$ cat src/rtl/conv_result_writer.sv
// conv_result_writer: packs 8-bit results four at a time into 32-bit words
// and writes them to consecutive word addresses of the result memory.
module conv_result_writer #(
   parameter int ADDR_W = 10,
   parameter int CNT_W  = 10
) (
   input  logic              clk,
   input  logic              rst,
   input  logic              start,
   input  logic [ADDR_W-1:0] base_addr,
   input  logic [CNT_W-1:0]  out_count,
   input  logic              res_valid,
   input  logic [7:0]        res_data,
   output logic              res_ready,
   input  logic              mem_busy,
   output logic              mem_we,
   output logic [ADDR_W-1:0] mem_addr,
   output logic [31:0]       mem_wdata,
   output logic              busy,
   output logic              done
);

   typedef enum logic [1:0] {
      IDLE    = 2'd0,
      COLLECT = 2'd1,
      WRITE   = 2'd2,
      DONE    = 2'd3
   } state_t;

   localparam logic [CNT_W-1:0]  CNT_ONE  = CNT_W'(1);
   localparam logic [ADDR_W-1:0] ADDR_ONE = ADDR_W'(1);

   state_t            state_r, state_s;
   logic [ADDR_W-1:0] addr_r, addr_s;
   logic [CNT_W-1:0]  remaining_r, remaining_s;
   logic [1:0]        lane_r, lane_s;
   logic [31:0]       pack_r, pack_s;

   // State register; reset always returns to IDLE and drops any partial word.
   always_ff @(posedge clk) begin
      if (rst) begin
         state_r <= IDLE;
      end else begin
         state_r <= state_s;
      end
   end

   // Datapath registers: write address, remaining-byte count, lane index, pack word.
   always_ff @(posedge clk) begin
      if (rst) begin
         addr_r      <= '0;
         remaining_r <= '0;
         lane_r      <= 2'd0;
         pack_r      <= 32'h0000_0000;
      end else begin
         addr_r      <= addr_s;
         remaining_r <= remaining_s;
         lane_r      <= lane_s;
         pack_r      <= pack_s;
      end
   end

   // Next-state and next-datapath logic; every register holds unless a transfer occurs.
   always_comb begin
      state_s     = state_r;
      addr_s      = addr_r;
      remaining_s = remaining_r;
      lane_s      = lane_r;
      pack_s      = pack_r;
      case (state_r)
         IDLE: begin
            if (start) begin
               addr_s      = base_addr;
               remaining_s = out_count;
               lane_s      = 2'd0;
               pack_s      = 32'h0000_0000;
               if (out_count == '0) begin
                  state_s = DONE;
               end else begin
                  state_s = COLLECT;
               end
            end else begin
               state_s = IDLE;
            end
         end
         COLLECT: begin
            if (res_valid) begin
               // Byte k of a word lands in bits [8k+7:8k]; unfilled lanes stay zero.
               pack_s[{lane_r, 3'b000} +: 8] = res_data;
               remaining_s = remaining_r - CNT_ONE;
               lane_s      = lane_r + 2'd1;
               if ((lane_r == 2'd3) || (remaining_r == CNT_ONE)) begin
                  state_s = WRITE;
               end else begin
                  state_s = COLLECT;
               end
            end else begin
               state_s = COLLECT;
            end
         end
         WRITE: begin
            // A busy memory freezes everything so address and data stay stable.
            if (!mem_busy) begin
               addr_s = addr_r + ADDR_ONE;
               lane_s = 2'd0;
               pack_s = 32'h0000_0000;
               if (remaining_r != '0) begin
                  state_s = COLLECT;
               end else begin
                  state_s = DONE;
               end
            end else begin
               state_s = WRITE;
            end
         end
         DONE: begin
            state_s = IDLE;
         end
         default: begin
            state_s = IDLE;
         end
      endcase
   end

   // Outputs come only from state and registers, never directly from inputs.
   assign res_ready = (state_r == COLLECT);
   assign mem_we    = (state_r == WRITE);
   assign busy      = (state_r != IDLE);
   assign done      = (state_r == DONE);
   assign mem_addr  = addr_r;
   assign mem_wdata = pack_r;

endmodule
$ cat config.mk
export PLATFORM = sky130hd
export DESIGN_NAME = conv_result_writer
export DESIGN_NICKNAME = d
export VERILOG_FILES = /design/src/rtl/conv_result_writer.sv
export SDC_FILE = /design/constraint.sdc
export NUM_CORES = 1
export LEC_CHECK = 0
export ABC_AREA = 1
export CAP_MARGIN = 10
export CORE_MARGIN = 4
export CORE_UTILIZATION = 40
export CTS_CLUSTER_SIZE = 25
export DETAILED_ROUTE_END_ITERATION = 16
export MAX_ROUTING_LAYER = met4
export PLACE_DENSITY = 0.68
export SYNTH_ARGS = -nofsm -noshare
export SYNTH_HDL_FRONTEND = slang
export SYNTH_SLANG_ARGS = --single-unit
$ cat constraint.sdc
create_clock -name clk -period 4 [get_ports clk]
set_clock_uncertainty 0.2 [all_clocks]
set_input_delay 0.8 -clock clk [delete_from_list [all_inputs] [get_ports clk]]
set_output_delay 0.8 -clock clk [all_outputs]
set_load 0.01 [all_outputs]
==> results of run 1 <==
==> registers in the layout (all words and copies together), names as in the netlist <==
register / count
mem_wdata: 32
lane_r: 2
remaining_r: 10
mem_addr: 10
state_r: 2
==> how the worst max path moves through the flow <==
stage | from | end | slack (ps) | cells past startpoint
final | state_r[1] | mem_we | 1230 | 3
after global placement | res_valid | mem_wdata[10] | 950 | 8
after detailed placement | res_valid | mem_wdata[10] | 930 | 8
after floorplan | lane_r[0] | mem_wdata[6] | 1930 | 9
after global routing | res_valid | mem_wdata[10] | 1010 | 8
after CTS | state_r[0] | res_ready | 1220 | 4
==> critical path: cells and delay by family, from the launching register on <==
family / cells / cell delay [ps]
buf+inv: 2 / 720
simple gates: 1 / 340
flops: 1 / 420
==> logic make-up (layout without fill, tap and decap cells) <==
| family | after synthesis | after routing | share of synthesized area |
|---|---|---|---|
| adder cells (fa/ha/maj) | 8 | 8 | 0.0337 |
| AO/OA/AOI/OAI | 101 | 101 | 0.179 |
| flip-flops | 56 | 56 | 0.378 |
| AND/OR/NAND/NOR | 216 | 216 | 0.311 |
| XOR/XNOR | 5 | 5 | 0.0148 |
| buffers and inverters | 62 | 132 | 0.0839 |
==> metrics by stage <==
stage / worst slack (ps) / instance area, um^2 / hold slack, ps / power [uW]
after floorplan: 1930 / 2970 / 239 / 972
after global placement: 950 / 3810 / 250 / 1150
after detailed placement: 933 / 3810 / 260 / 1160
after CTS: 1220 / 3880 / 274 / 1450
after global routing: 1010 / 3880 / 309 / 1540
final: 1230 / 3880 / 265 / 1430
==> final cells by class <==
cell class | instances | area (um^2) | area share
clock buffer | 6 | 72.6 | 0.0187
clock inverter | 1 | 5.00 | 0.00129
inverter | 45 | 169 | 0.0435
multi-input combinational | 330 | 1600 | 0.411
sequential | 56 | 1120 | 0.289
tap | 99 | 124 | 0.0319
timing repair buffer | 80 | 796 | 0.205
==> layer usage <==
metal | up-vias | GRT usage | share of wire
li1 | 1594 | - | -
met1 | 1424 | 0.240 | 0.45
met2 | 83 | 0.308 | 0.48
met3 | 8 | 0.0296 | 0.053
met4 | 0 | 0.0469 | 0.010
met5 | - | - | 0
==> power by group <==
| group | internal [uW] | switching (uW) |
|---|---|---|
| Combinational | 204 | 272 |
| Sequential | 618 | 51.0 |
| Clock | 120 | 169 |
==> placed cells by master (no fill, tap or decap), drive strengths merged, types with 2 or more instances in the layout <==
| master | count |
|---|---|
| clkinv | 4 |
| nor3 | 8 |
| xor2 | 4 |
| nor2 | 77 |
| a211oi | 4 |
| a31oi | 4 |
| clkbuf | 6 |
| inv | 42 |
| nand3b | 3 |
| clkdlybuf4s50 | 78 |
| nand4 | 4 |
| buf | 2 |
| nand2 | 94 |
| a21oi | 36 |
| dfxtp | 56 |
| o21ai | 56 |
| ha | 8 |
| nand3 | 29 |
==> impl_metrics.ini, run 1 <==
[sta]
setup_viol = 0
slew_violations = 0
post-route-period-util = 0.692
slew_headroom = 0.490
setup_tns_ps = 0
clock.fmax_mhz = 361
grt_setup_unrepaired = false
finalHoldViolations = 0
min_period_ps = 2770
tightestPinTransition_ps = 764

[critical_path]
cp_slowest_cell = clkdlybuf4s50_1
rr_endpoint = mem_wdata[7]
cp-start-kind = flip-flop
reg2reg_depth = 7
cp.required_ps = 3000
crit_path_max_fanout = 16
max_stage_delay_ps = 620
r2r-start = lane_r[0]
crit_path_end_kind = output port
rrSetupSlack_ps = 1630
critical_path_class = reg -> out
cp_cell_sequence = inv_1, nor2_4, clkdlybuf4s50_1
cp.arrival_ps = 1770

[logic_synthesis]
synth_area_per_cell_um2 = 6.62
synth_top_area_cell = dfxtp_1
synth_common_cells = 94 x nand2_1, 73 x nor2_1, 56 x dfxtp_1, 49 x o21ai_0, 40 x inv_1
synthFlopType = dfxtp_1
synth_nets = 489
synth_edf_count = 0
syn_area_um2 = 2970
synth_cells = 448
synth-seq-cells = 56
yosys.cell_count.top_type = nand2_1
yosysTopAreaCellShare = 0.378
yosysWarnings = 0
async_flop_share = 0
seq_area_frac_synth = 0.378
ys_types = 30
synth.area.top_cells = dfxtp_1 38%, nand2_1 12%, nor2_1 9.2%

[clocking]
cts_buffer_depth = 2
cts.sinks = 56
cts_setup_buffers = 0
cts.clk_slew.worst_paths_ps = 90
ctsRootBufferMaster = clkbuf_8
cts_tree = yes
insertion_delay_ps = 290
holdBufCountCts = 0
cts_buffers = 5
post_cts_resized = 0
cts_htree_levels = 2

[die]
die_area_um2 = 8860
die_w_um = 94.1
io_pins = 79
die-height_um = 94.1
coreArea_um2 = 7210
rows = 31
start_util = 0.411

[min_path]
holdPathStages = 2
min_from = remaining_r[7]
min_path_type = reg -> reg
whs_endpoint = remaining_r[7]

[place]
dp_cells = 610
portBuffers = 78
place.gp.congestion = 0.888
dp.final_hpwl_um = 5930

[global_route]
overflow = 0
grt_max_degree = 32
grt_pass1_vias = 2931
grt_pass1_wl_um = 13200
antenna_found_initial = 0
grt.total_usage = 0.187

[routing]
via_count = 3109
first_pass_iters = 4
first_iter_violations = 174
drc = 0
finalWirelength_um = 8010
vias_per_cell = 5.04
routedWlPerCell_um = 13.0
ant_nets = 0

[pwr]
power_leakage_uw = 0.00158
power_density_nw_per_um2 = 369
ir_worst_vdd_mv = 0.199

[cells_and_area]
drive_gt1_frac = 0.0386
area_growth_pct = 30.9
fillerInstances = 722
antennaDiodeCount = 0
fin_cells = 617
fin_util = 0.539
final_net_count = 559

[job]
max_cap_violations = 0

[status]
outcome = finished clean
Note: power is estimated with default switching activity, not from simulation.
==> inputs of run 2 (changes only) <==
--- a/config.mk
+++ b/config.mk
@@ -12,7 +12,7 @@
 export CTS_CLUSTER_SIZE = 25
 export DETAILED_ROUTE_END_ITERATION = 16
 export MAX_ROUTING_LAYER = met4
-export PLACE_DENSITY = 0.68
+export PLACE_DENSITY = 0.71
 export SYNTH_ARGS = -nofsm -noshare
 export SYNTH_HDL_FRONTEND = slang
 export SYNTH_SLANG_ARGS = --single-unit
==> constraint.sdc (replaced) <==
create_clock -name clk -period 2.5 [get_ports clk]
set_clock_uncertainty 0.2 [all_clocks]
set_input_delay 0.5 -clock clk [delete_from_list [all_inputs] [get_ports clk]]
set_output_delay 0.5 -clock clk [all_outputs]
set_load 0.01 [all_outputs]
==> impl_metrics.ini, run 2 (synthesis results as in run 1) <==
[clocking]
cts_setup_buffers = 0
post_cts_resized = 0
cts_tree = yes
cts_buffer_depth = 2
ctsRootBufferMaster = clkbuf_8
cts.clk_slew.worst_paths_ps = 100
cts_htree_levels = 2
cts_buffers = 5
cts.sinks = 56
insertion_delay_ps = 300
holdBufCountCts = 0

[die]
coreArea_um2 = 7210
die_area_um2 = 8860
start_util = 0.411
die-height_um = 94.1
io_pins = 79
rows = 31
die_w_um = 94.1

[place]
portBuffers = 78
place.gp.congestion = 0.868
dp.final_hpwl_um = 6170

[critical_path]
cp-start-kind = flip-flop
critical_path_class = reg -> out
cp.arrival_ps = 1560
crit_path_end_kind = output port
crit_path_max_fanout = 5
cp.required_ps = 1800
rrSetupSlack_ps = 380
reg2reg_depth = 8

[sta]
holdWs_ps = 278
clock.fmax_mhz = 442
slew_violations = 0
finalHoldViolations = 0
setup_viol = 0
tightestPinTransition_ps = 421
post-route-period-util = 0.904
setup_tns_ps = 0
slew_headroom = 0.719
min_period_ps = 2260
grt_setup_unrepaired = false

[global_route]
antenna_found_initial = 0
grt.total_usage = 0.192
overflow = 0
grt_pass1_vias = 2983
grt_pass1_wl_um = 13400
grt_max_degree = 31

[routing]
ant_nets = 0
vias_per_cell = 4.92
first_iter_violations = 140
drc = 0
routedWlPerCell_um = 12.6
finalWirelength_um = 8000
via_count = 3116
first_pass_iters = 4

[cells_and_area]
antennaDiodeCount = 0
drive_gt1_frac = 0.0693
final_common_cell = nand2_1
area_growth_pct = 36.7
largest_register_ffs = 32
final_cell_mix = 94 x nand2_1, 78 x clkdlybuf4s50_1, 73 x nor2_1
final_net_count = 575

[pwr]
power_density_nw_per_um2 = 633
internal_power_uw = 1750
seqPwrFrac = 0.417
power_leakage_uw = 0.00168
p_clk_frac = 0.267
power_frac_comb = 0.316
power_switching_share = 0.317
p_sw_uw = 816
ir_worst_vdd_mv = 0.314

[job]
max_cap_violations = 0

[status]
outcome = finished clean

[min_path]
holdPathStages = 2
min_path_type = reg -> reg
## run 2: cell count changes in the layout (fill, tap and decap cells not counted), sizes merged
cell	before	now
buf	2	18
bufinv	0	2
clkbuf	6	5
clkinv	4	3
## run 2: final timing paths
kind / endpoint / startpoint
setup / recovery: res_ready / state_r[0]
hold / removal: remaining_r[7] / remaining_r[7]
setup reg to reg: mem_wdata[16] / lane_r[0]
hold reg to reg: remaining_r[7] / remaining_r[7]
## run 2: routing by layer
| metal | track usage | vias up | wire (um) |
|---|---|---|---|
| li1 | - | 1620 | - |
| met1 | 0.251 | 1405 | 3740 |
| met2 | 0.310 | 82 | 3710 |
| met3 | 0.0329 | 9 | 451 |
| met4 | 0.0433 | 0 | 97 |
| met5 | - | - | 0 |
## run 2: metrics by stage
stage | cells | worst slack (ps) | total power [uW] | utilization | area [um^2]
after global routing | 633 | 165 | 2740 | 0.562 | 4060
final | 633 | 239 | 2570 | 0.562 | 4060
after global placement | 626 | 196 | 1890 | 0.544 | 3930
after detailed placement | 626 | 134 | 1900 | 0.544 | 3930
after floorplan | 448 | 433 | 1550 | - | 2970
after CTS | 633 | 226 | 2580 | 0.562 | 4060
## run 2: layout make-up
cell class / count / area, um^2
Tap cell: 99 / 124
Fill cell: 708 / 3160
Multi-Input combinational cell: 330 / 1600
Sequential cell: 56 / 1120
Clock inverter: 2 / 60.1
Clock buffer: 5 / 68.8
Inverter: 45 / 169
Timing Repair Buffer: 96 / 916
## run 2: critical path, stage by stage, from the launching register on
cell and delay [ps]:
dfxtp_1 440, inv_2 90, nor2_4 160, clkdlybuf4s50_1 570
## run 2: power by group through the flow
stage | combinational [uW] | clock [uW] | sequential [uW]
after floorplan | 447 | 0 | 1110
after global placement | 801 | 0 | 1090
after detailed placement | 812 | 0 | 1090
after CTS | 816 | 694 | 1070
after global routing | 915 | 731 | 1090
final | 812 | 685 | 1070
